[src/rtl/lsu_axil_bridge.sv]
// lsu_axil_bridge
//
// Converts the core LSU's single-outstanding req/gnt/rvalid data interface
// into an AXI4-Lite master for the data RAM's AXI-Lite port. Only one core
// transaction is in flight at a time. A read runs AR then R. A write runs
// AW and W together, then B. Every transaction ends with a one-cycle
// data_rvalid_o pulse that carries the read data and the error flag.
//
// Ports
//   clk_i, rst_ni             clock; asynchronous active-low reset
//   data_req_i / data_gnt_o   core request / same-cycle grant (IDLE or RESP only)
//   data_we_i, data_be_i,
//   data_addr_i, data_wdata_i core request payload
//   data_rvalid_o             one-cycle completion pulse (reads and writes)
//   data_rdata_o              last captured read data (held between reads)
//   data_err_o                SLVERR/DECERR seen; qualified by data_rvalid_o
//   m_ar* / m_r*              AXI-Lite read address / read data channels
//   m_aw* / m_w* / m_b*       AXI-Lite write address / data / response channels
//   dbg_state_o               current FSM state, for checkers
//
// Handshake semantics (all AXI channels): a transfer happens on a rising
// clock edge where valid && ready. The source raises valid without looking
// at ready. Once valid is raised, it and its payload stay stable until that
// transfer. The sink may drive ready freely. On this master, rready and
// bready are high only in R and B.

module lsu_axil_bridge (
    input  logic        clk_i,
    input  logic        rst_ni,

    input  logic        data_req_i,
    output logic        data_gnt_o,
    input  logic        data_we_i,
    input  logic [3:0]  data_be_i,
    input  logic [31:0] data_addr_i,
    input  logic [31:0] data_wdata_i,
    output logic        data_rvalid_o,
    output logic [31:0] data_rdata_o,
    output logic        data_err_o,

    output logic        m_arvalid_o,
    input  logic        m_arready_i,
    output logic [31:0] m_araddr_o,
    output logic [2:0]  m_arprot_o,

    input  logic        m_rvalid_i,
    output logic        m_rready_o,
    input  logic [31:0] m_rdata_i,
    input  logic [1:0]  m_rresp_i,

    output logic        m_awvalid_o,
    input  logic        m_awready_i,
    output logic [31:0] m_awaddr_o,
    output logic [2:0]  m_awprot_o,

    output logic        m_wvalid_o,
    input  logic        m_wready_i,
    output logic [31:0] m_wdata_o,
    output logic [3:0]  m_wstrb_o,

    input  logic        m_bvalid_i,
    output logic        m_bready_o,
    input  logic [1:0]  m_bresp_i,

    output logic [2:0]  dbg_state_o
);

    typedef enum logic [2:0] {
        IDLE = 3'd0,
        AR   = 3'd1,
        R    = 3'd2,
        AW_W = 3'd3,
        B    = 3'd4,
        RESP = 3'd5
    } state_e;

    state_e      state_q, state_d;
    logic [31:0] addr_q, addr_d;
    logic        we_q, we_d;
    logic [3:0]  be_q, be_d;
    logic [31:0] wdata_q, wdata_d;
    logic [31:0] rdata_q, rdata_d;
    logic        err_q, err_d;
    logic        aw_done_q, aw_done_d;
    logic        w_done_q, w_done_d;

    logic        gnt;
    logic        aw_hs, w_hs;

    // A new request is accepted in IDLE and also in RESP. Accepting in RESP
    // overlaps the completion cycle with the next grant, which gives one
    // transaction every 3 cycles against a zero-wait slave.
    assign gnt = data_req_i && (state_q == IDLE || state_q == RESP);

    // In AW_W, each valid drops on its own once its handshake is done.
    assign aw_hs = (state_q == AW_W) && !aw_done_q && m_awready_i;
    assign w_hs  = (state_q == AW_W) && !w_done_q  && m_wready_i;

    always_comb begin
        state_d   = state_q;
        addr_d    = addr_q;
        we_d      = we_q;
        be_d      = be_q;
        wdata_d   = wdata_q;
        rdata_d   = rdata_q;
        err_d     = err_q;
        aw_done_d = aw_done_q;
        w_done_d  = w_done_q;

        unique case (state_q)
            IDLE: ;
            AR: begin
                if (m_arready_i) state_d = R;
            end
            R: begin
                if (m_rvalid_i) begin
                    rdata_d = m_rdata_i;
                    err_d   = m_rresp_i[1];
                    state_d = RESP;
                end
            end
            AW_W: begin
                aw_done_d = aw_done_q | aw_hs;
                w_done_d  = w_done_q  | w_hs;
                if ((aw_done_q || aw_hs) && (w_done_q || w_hs)) state_d = B;
            end
            B: begin
                // A write leaves the read-data register untouched.
                if (m_bvalid_i) begin
                    err_d   = m_bresp_i[1];
                    state_d = RESP;
                end
            end
            RESP: state_d = IDLE;
            default: state_d = IDLE;
        endcase

        // The grant overrides the RESP -> IDLE step.
        if (gnt) begin
            addr_d    = {data_addr_i[31:2], 2'b00};
            we_d      = data_we_i;
            be_d      = data_be_i;
            wdata_d   = data_wdata_i;
            aw_done_d = 1'b0;
            w_done_d  = 1'b0;
            state_d   = data_we_i ? AW_W : AR;
        end
    end

    always_ff @(posedge clk_i or negedge rst_ni) begin
        if (!rst_ni) begin
            state_q   <= IDLE;
            addr_q    <= '0;
            we_q      <= 1'b0;
            be_q      <= '0;
            wdata_q   <= '0;
            rdata_q   <= '0;
            err_q     <= 1'b0;
            aw_done_q <= 1'b0;
            w_done_q  <= 1'b0;
        end else begin
            state_q   <= state_d;
            addr_q    <= addr_d;
            we_q      <= we_d;
            be_q      <= be_d;
            wdata_q   <= wdata_d;
            rdata_q   <= rdata_d;
            err_q     <= err_d;
            aw_done_q <= aw_done_d;
            w_done_q  <= w_done_d;
        end
    end

    assign data_gnt_o    = gnt;
    assign data_rvalid_o = (state_q == RESP);
    assign data_rdata_o  = rdata_q;
    // The error flag only has meaning during the completion pulse.
    assign data_err_o    = (state_q == RESP) && err_q;

    assign m_arvalid_o = (state_q == AR);
    assign m_araddr_o  = addr_q;
    assign m_arprot_o  = 3'b000;
    assign m_rready_o  = (state_q == R);

    assign m_awvalid_o = (state_q == AW_W) && !aw_done_q;
    assign m_awaddr_o  = addr_q;
    assign m_awprot_o  = 3'b000;
    assign m_wvalid_o  = (state_q == AW_W) && !w_done_q;
    assign m_wdata_o   = wdata_q;
    assign m_wstrb_o   = be_q;
    assign m_bready_o  = (state_q == B);

    assign dbg_state_o = state_q;

    // we_q is held for visibility; the FSM path already encodes the direction.
    logic unused_we;
    assign unused_we = we_q;

endmodule

[config.mk]
export PLATFORM = sky130hd
export DESIGN_NAME = lsu_axil_bridge
export DESIGN_NICKNAME = d
export VERILOG_FILES = /design/src/rtl/lsu_axil_bridge.sv
export SDC_FILE = /design/constraint.sdc
export NUM_CORES = 1
export LEC_CHECK = 0
export CAP_MARGIN = 20
export CORE_MARGIN = 5
export CORE_UTILIZATION = 39
export CTS_CLUSTER_SIZE = 25
export DETAILED_ROUTE_END_ITERATION = 16
export HOLD_SLACK_MARGIN = 0.08
export PLACE_DENSITY = 0.92
export SLEW_MARGIN = 25
export SYNTH_ARGS = -nofsm -noshare
export SYNTH_HDL_FRONTEND = slang
export SYNTH_SLANG_ARGS = --single-unit
[constraint.sdc]
create_clock -name clk_i -period 2.13 [get_ports clk_i]
set_input_delay 0.213 -clock clk_i [delete_from_list [all_inputs] [get_ports clk_i]]
set_output_delay 0.213 -clock clk_i [all_outputs]
set_load 0.02 [all_outputs]
After elaboration in Yosys (flattened, before gate mapping)
Cells that the tools add are included.
Widths: inputs -> output; s select.
{"block": "word_totals", "out_inout_bits": 149, "register_bits": 104, "elab_cells": 54, "inputBits": 113}
{"block": "op_classes", "bitwise_logic": 2, "n_reduce_logical": 18, "mux": 14, "eq_ne": 12}
{"op": "$mux 3", "count": 5}
{"op": "$pmux 3 s5", "count": 1}
{"op": "$ne 3x3->1 const B", "count": 3}
{"op": "$logic_and 1x1->1", "count": 7}
{"op": "$eq 3x2->1 const B", "count": 2}
{"op": "$eq 3x3->1 const B", "count": 2}
{"op": "$mux 1", "count": 6}
{"op": "$ne 2x2->1 const B", "count": 3}
{"op": "$reduce_and 5->1", "count": 1}
{"op": "$reduce_bool 2->1", "count": 2}
{"op": "$eq 3x1->1 const B", "count": 1}
{"op": "$logic_not 3->1", "count": 1}
{"op": "$logic_or 1x1->1", "count": 3}
{"op": "$ne 3x2->1 const B", "count": 1}
{"op": "$reduce_and 3->1", "count": 1}
{"op": "$logic_not 1->1", "count": 2}
{"op": "$mux 2", "count": 1}
{"op": "$or 1x1->1", "count": 2}
{"op": "$pmux 1 s2", "count": 1}
{"op": "$reduce_and 2->1", "count": 1}

Logic depth before layout (Yosys ltp)
Gate-level depths: netlist of run 1.
{"block": "logic_depth", "depth_word": 8, "depth_mapped": 6, "depth_no_buf": 3}

Worst setup path after synthesis of run 1
Ideal clock, no wire load.
{"block": "synth_timing", "kind": "register to register", "from": "register state_q[2], in the netlist dbg_state_o[2]", "to": "register rdata_q[0], in the netlist data_rdata_o[0]", "required_time_ps": 2005, "path_buffers": 1, "arrival_ps": 1528, "stages_incl_launch_ff": 5, "slack_ps": 477, "synth_period_minus_slack_ps": 1653, "setup_ps": 125, "cell_sequence": "dfrtp_1 -> nand2b_1 -> nor3b_2 -> buf_4 -> mux2_2"}
{"block": "synth_via", "elab_chain_len": 2}
{"item": "from (decl)", "line_no": "77", "text": "state_e state_q, state_d;"}
{"item": "from (signal assigned)", "line_no": "162", "text": "state_q <= state_d;"}
{"item": "$eq 3x2->1", "line_no": "110", "text": "unique case (state_q)"}
{"item": "$reduce_and 2->1 (no source line)"}
{"item": "to (signal assigned)", "line_no": "167", "text": "rdata_q <= rdata_d;"}
{"item": "to (decl)", "line_no": "82", "text": "logic [31:0] rdata_q, rdata_d;"}
No other way between the ends.
A chain may end at the register's enable or synchronous reset.

Final worst setup path of run 1
{"block": "layout_timing", "from": "register state_q[1], in the netlist dbg_state_o[1]", "to": "output port m_wvalid_o"}
{"block": "layout_via", "elab_chain_len": 2}
{"item": "$eq 3x2->1", "line_no": "188", "text": "assign m_wvalid_o = (state_q == AW_W) && !w_done_q;"}
{"item": "$logic_and 1x1->1", "line_no": "188"}
{"item": "to (decl)", "line_no": "56", "text": "output logic m_wvalid_o,"}
No other way between the ends.

==> results of run 1 <==
placed cells by master, fill, tap and decap left out, types with 3 or more instances in the layout:
cell,count
nand3b_1,4
a21oi_1,4
mux2_4,66
nor2_1,8
mux2_2,34
buf_4,6
conb_1,10
nand2b_1,3
nor2b_1,3
clkdlybuf4s50_1,243
clkbuf_16,9
dfrtp_1,102
buf_12,6
flip-flops by register name, summed over array words and instances, names as in the netlist:
| register | count |
|---|---|
| m_araddr_o | 30 |
| m_wdata_o | 32 |
| m_wstrb_o | 4 |
| err_q | 1 |
| dbg_state_o | 3 |
| w_done_q | 1 |
| data_rdata_o | 32 |
| aw_done_q | 1 |
layer usage:
layer	track usage [%]	share of wire, %	wire, um	up-vias
li1	-	-	-	1442
met1	19.12	37	4744	1583
met2	33.76	55	7081	130
met3	4.194	5.7	729	21
met4	6.657	2.5	316	0
met5	0	0	0	-
power by group:
| part | internal [mW] | switching (mW) |
|---|---|---|
| Clock | 0.939 | 0.766 |
| Sequential | 3.00 | 0.732 |
| Combinational | 4.06 | 3.20 |
path summary, 6_finish.rpt:
| check | startpoint | endpoint | slack [ns] | cells past startpoint |
|---|---|---|---|---|
| max reg2reg | dbg_state_o[2] | data_rdata_o[3] | 0.42 | 4 |
| max in group asynchronous | rst_ni | data_rdata_o[18] | 1.08 | 3 |
| max | dbg_state_o[1] | m_wvalid_o | 0.09 | 4 |
| min in group clk_i | data_addr_i[30] | m_araddr_o[30] | 0.48 | 2 |
| min reg2reg | data_rdata_o[7] | data_rdata_o[7] | 0.51 | 1 |
| min | rst_ni | m_araddr_o[21] | 0.39 | 2 |
what timing repair did:
item                       4_1_cts  5_1_grt
setup endpoints to repair        2        3
hold buffers                     1        0
hold endpoints to repair        37        0
gates resized for setup          2        3
kinds of logic after synthesis:
group                  Yosys count  synth area share (%)
buffers and inverters           55                 9.174
AOI/OAI and AO/OA               11                 1.551
muxes                          101                 29.58
other                            1               0.08016
and+or+nand+nor                 29                 3.985
DFF                            104                 55.63
final cells by class:
type,count,area share [%]
clock buffers,9,3.030
multi-input cells,151,22.76
well taps,147,2.474
flip-flops and latches,104,35.04
clock inverters,7,1.161
repair buffers,259,35.53
metrics by stage:
step           util (%)  cell area [um^2]
3_5_place_dp      59.91              7106
2_1_floorplan         -              4712
6_report          62.67              7433
4_1_cts           62.62              7427
3_3_place_gp      59.91              7106
5_1_grt           62.67              7433
==> metrics.txt, run 1 <==
status complete, no violations; DP Worst Slack 0.1406 ns; post-synthesis sequential area ratio 55.63%; Layout Area Growth over Synthesis 58.89%; maximum resistive drop on vdd 0.9144 mV; flop and latch count out of synthesis 104; drt first-iter violations 118; Layout Nets 638; Tcrit/Tclk final 95.78%; FF+latch area 2605 um^2; CTS tree built; grt total ovfl 0; total negative slack 0 ns; FMAX 490.2 MHz; layout cells sized above 1 25.28%; CP max stage delay 0.62 ns; clk slew on worst S/H paths 0.07 ns; die area 14290 um^2; delay-heaviest family, CP buffers and inverters; Multi-input gate area 1692 um^2; min Tclk post-route 2.040 ns; io pins 262; EDFF count, synth 0; DRC viols 0; Mapped Area 4678 um^2; Post-synth ARST share 100.0%; maximum buffer depth of the clock tree 2; count leader, synth dfrtp_1; Clock Root Buffer clkbuf_16; Synth cell types 29; Pre-antenna DRT Iters 4; final setup vio count 0; Buf/Inv on CP 2; Die X 119.5 um; crit start category flip-flop; ranking of synthesized cells by area dfrtp_1 56%, mux2_4 21%, mux2_2 8.2%; Final HPWL DP 10140 um; actual slew at the worst max-slew pin 0.5070 ns; Initial Util 39.44%; Post-Syn Instances 301; Final Skew 0.006698 ns; yosys warns 0; min setup slack post-route 0.08989 ns; final WL 12870 um; WP data required 1.92 ns; die height 119.5 um; setup repair bufs after CTS 0; Site Rows 40; Via density 4.691; clk_lat worst skew 0.34 ns; Worst path slowest cell clkdlybuf4s50_1; Worst Hold Class input pin to async pin; RSZ-0062 raised after global routing no; post-synth top area share 55.63%; vias post-DR 3176; Slew Limit Fails 0; dpl cells 660; initial antenna violation count 0; final hold violation count 0; port bufs 247; Synth Flop Type dfrtp_1; Power Total 12.69 mW; P per Cell Area 1708 nW/um^2; Crit Path Category flip-flop to output pin; Crit. End Element output pin; mean routed wirelength per cell 19.01 um; syn_area_per_cell 15.54 um^2; worst path cell trace buf_4 > nand3b_1 > nor2_1 > clkdlybuf4s50_1; GRT Total Usage 17.82%; first-pass GRT wire length 19820 um; CTS Buf Count 9; crit path max fanout 9; max_slew headroom 66.20%; largest area contributor in the netlist dfrtp_1; hold_ws 0.3889 ns; diodes inserted 0; Leakage 3.212 nW; CTS Sinks 104; number of global-route vias before repair 3550; Placeable Area 11860 um^2; Worst EP arrival 1.83 ns; most frequent cells after synthesis 104 x dfrtp_1, 66 x mux2_4, 43 x buf_4; routability congestion estimate 0.8323; largest net degree at the start of global routing 52; Layout Cells excl Fill 677; CTS H-tree lvls 3; number of fill cells in the layout 893; max_cap viols 0; Final ANT Viol Nets 0
Note: power is estimated with default switching activity, not from simulation.
==> run 2: changes to the inputs <==
Clock period 2.13 ns to 2.3 ns, I/O delays scaled along.
==> metrics.txt, run 2 (synthesis gave the netlist of run 1 again) <==
die area 14290 um^2 (unchanged); mean routed wirelength per cell 19.42 um (was 19.01 um); delay-heaviest family, CP buffers and inverters (unchanged); initial antenna violation count 0 (unchanged); Via density 4.683 (was 4.691); clk slew on worst S/H paths 0.07 ns (about the same); Crit Path Category flip-flop to output pin (unchanged); vias post-DR 3142 (was 3176); Final HPWL DP 10030 um (was 10140 um); maximum buffer depth of the clock tree 2 (unchanged); DP Worst Slack 0.2847 ns (was 0.1406 ns); Worst EP arrival 1.91 ns (was 1.83 ns); Initial Util 39.44% (unchanged); layout cells sized above 1 24.24% (was 25.28%); maximum resistive drop on vdd 0.8572 mV (was 0.9144 mV); Worst R2R Path Depth 4 (unchanged); final setup vio count 0 (unchanged); met2 GRT Util 33.26% (was 33.76%); CTS Sinks 104 (unchanged); crit path capture data_gnt_o (was m_wvalid_o); first-pass GRT wire length 19710 um (was 19820 um); Critical Path Source dbg_state_o[2] (was dbg_state_o[1]); Layout Area Growth over Synthesis 57.07% (was 58.89%); met3 global-route usage 4.854% (was 4.194%); RSZ-0062 raised after global routing no (unchanged); flop-to-flop setup slack 0.56 ns (was 0.42 ns); CP Depth 3 (was 4); P per Cell Area 1584 nW/um^2 (was 1708 nW/um^2); hold_ws 0.4911 ns (was 0.3889 ns); port bufs 247 (unchanged); Tcrit/Tclk final 93.06%; Pre-antenna DRT Iters 4 (unchanged); io pins 262 (unchanged); final core utilization 61.95% (was 62.67%); CTS H-tree lvls 3 (unchanged); Placeable Area 11860 um^2 (unchanged); FMAX 467.2 MHz; RR Startpoint dbg_state_o[2] (unchanged); CTS tree built (unchanged); diodes inserted 0 (unchanged); dpl cells 654 (was 660); actual slew at the worst max-slew pin 0.5480 ns (was 0.5070 ns); routability congestion estimate 0.8006 (was 0.8323); Final ANT Viol Nets 0 (unchanged); total negative slack 0 ns (unchanged); clk_lat worst skew 0.35 ns (was 0.34 ns); drt first-iter violations 121 (was 118); min Tclk post-route 2.140 ns; grt total ovfl 0 (unchanged); GRT Total Usage 17.93% (was 17.82%); min setup slack post-route 0.1596 ns (was 0.08989 ns); Crit. End Element output pin (unchanged); Worst Hold Class input pin to async pin (unchanged); die height 119.5 um (unchanged); worst path cell trace nand2b_1 > and3_4 > clkdlybuf4s50_1 (was buf_4 > nand3b_1 > nor2_1 > clkdlybuf4s50_1); final WL 13030 um (was 12870 um); max_slew headroom 63.47% (was 66.20%); number of global-route vias before repair 3400 (was 3550); Leakage 3.141 nW (was 3.212 nW); Layout Nets 632 (was 638); Die X 119.5 um (unchanged); most common cell after layout, fill and taps aside clkdlybuf4s50_1 (unchanged); Reg-to-Reg End m_araddr_o[17] (was data_rdata_o[3]); Final Skew 0.01103 ns (was 0.006698 ns); crit start category flip-flop (unchanged); largest net degree at the start of global routing 105 (was 52); Site Rows 40 (unchanged); CTS Buf Count 9 (unchanged); Buf/Inv on CP 1 (was 2); DRC viols 0 (unchanged); CP max stage delay 0.62 ns (about the same); met1 Use GR 19.34% (was 19.12%); final hold violation count 0 (unchanged); Clock Root Buffer clkbuf_16 (unchanged); most frequent cells in the layout 245 x clkdlybuf4s50_1, 102 x dfrtp_1, 66 x mux2_4 (was 243 x clkdlybuf4s50_1, 102 x dfrtp_1, 66 x mux2_4); WP data required 2.07 ns (was 1.92 ns); crit path max fanout 14 (was 9); Layout Cells excl Fill 671 (was 677); max_cap viols 0 (unchanged); Worst path slowest cell clkdlybuf4s50_1 (unchanged); Top Usage Layer GRT met2 (unchanged); status complete, no violations (unchanged); Slew Limit Fails 0 (unchanged)
==> run 2: cell count changes in the layout (fill, tap and decap cells not counted), sizes merged <==
| cell | previous run | this run |
|---|---|---|
| buf | 12 | 6 |
| dlymetal6s2s | 2 | 0 |
| inv | 4 | 0 |
| clkbuf | 9 | 13 |
| clkinvlp | 1 | 0 |
| clkinv | 1 | 2 |
| clkdlybuf4s50 | 243 | 245 |
==> run 2: tightest hold or removal path, stage by stage <==
cell and delay, ns:
dlygate4sd3_1 0.54, buf_4 0.12, buf_12 0.41
==> run 2: report_power, final <==
group / switching [mW] / leakage (nW) / total (mW) / internal, mW
Sequential: 0.691 / 1.23 / 3.47 / 2.78
Combinational: 2.94 / 1.76 / 6.63 / 3.69
Clock: 0.643 / 0.150 / 1.54 / 0.901
Total: 4.27 / 3.14 / 11.6 / 7.37
==> run 2: layout make-up <==
type	count	area [um^2]
clock inverter	3	40.04
timing repair buffer	253	2566
multi-input combinational	151	1693
clock buffer	13	260.3
sequential	104	2605
tap	147	183.9
fill	892	4513
==> run 2: worst min path at each step <==
| stage | endpoint | from | cells past startpoint | slack [ns] |
|---|---|---|---|---|
| finish | m_araddr_o[21] | rst_ni | 3 | 0.49 |
| global route | m_wstrb_o[3] | data_be_i[3] | 2 | 0.48 |
| CTS | m_araddr_o[4] | data_addr_i[4] | 2 | 0.47 |
| detailed placement | m_araddr_o[21] | rst_ni | 2 | 0.34 |
| global placement | m_wdata_o[26] | rst_ni | 2 | 0.33 |
| floorplan | aw_done_q | rst_ni | 0 | -0.07 |
==> run 2: what timing repair did <==
item,in CTS,in global routing
hold endpoints to repair,104,0
endpoints found under the setup margin,1,3
gates cloned,0,0
buffers inserted,0,0
hold buffers,1,0
gates resized for setup,1,3
==> run 2: metal layers <==
layer  share of wire [%]  vias up
met5                   0        -
met4                 1.8        0
met3                 6.4       19
met2                  55      134
met1                  37     1562
li1                    -     1427
==> run 2: through the flow <==
step | power, mW | instance area, um^2
2_1_floorplan | 7.366 | 4712
3_3_place_gp | 9.941 | 7036
3_5_place_dp | 10.18 | 7036
4_1_cts | 11.78 | 7345
5_1_grt | 12.17 | 7348
6_report | 11.64 | 7348
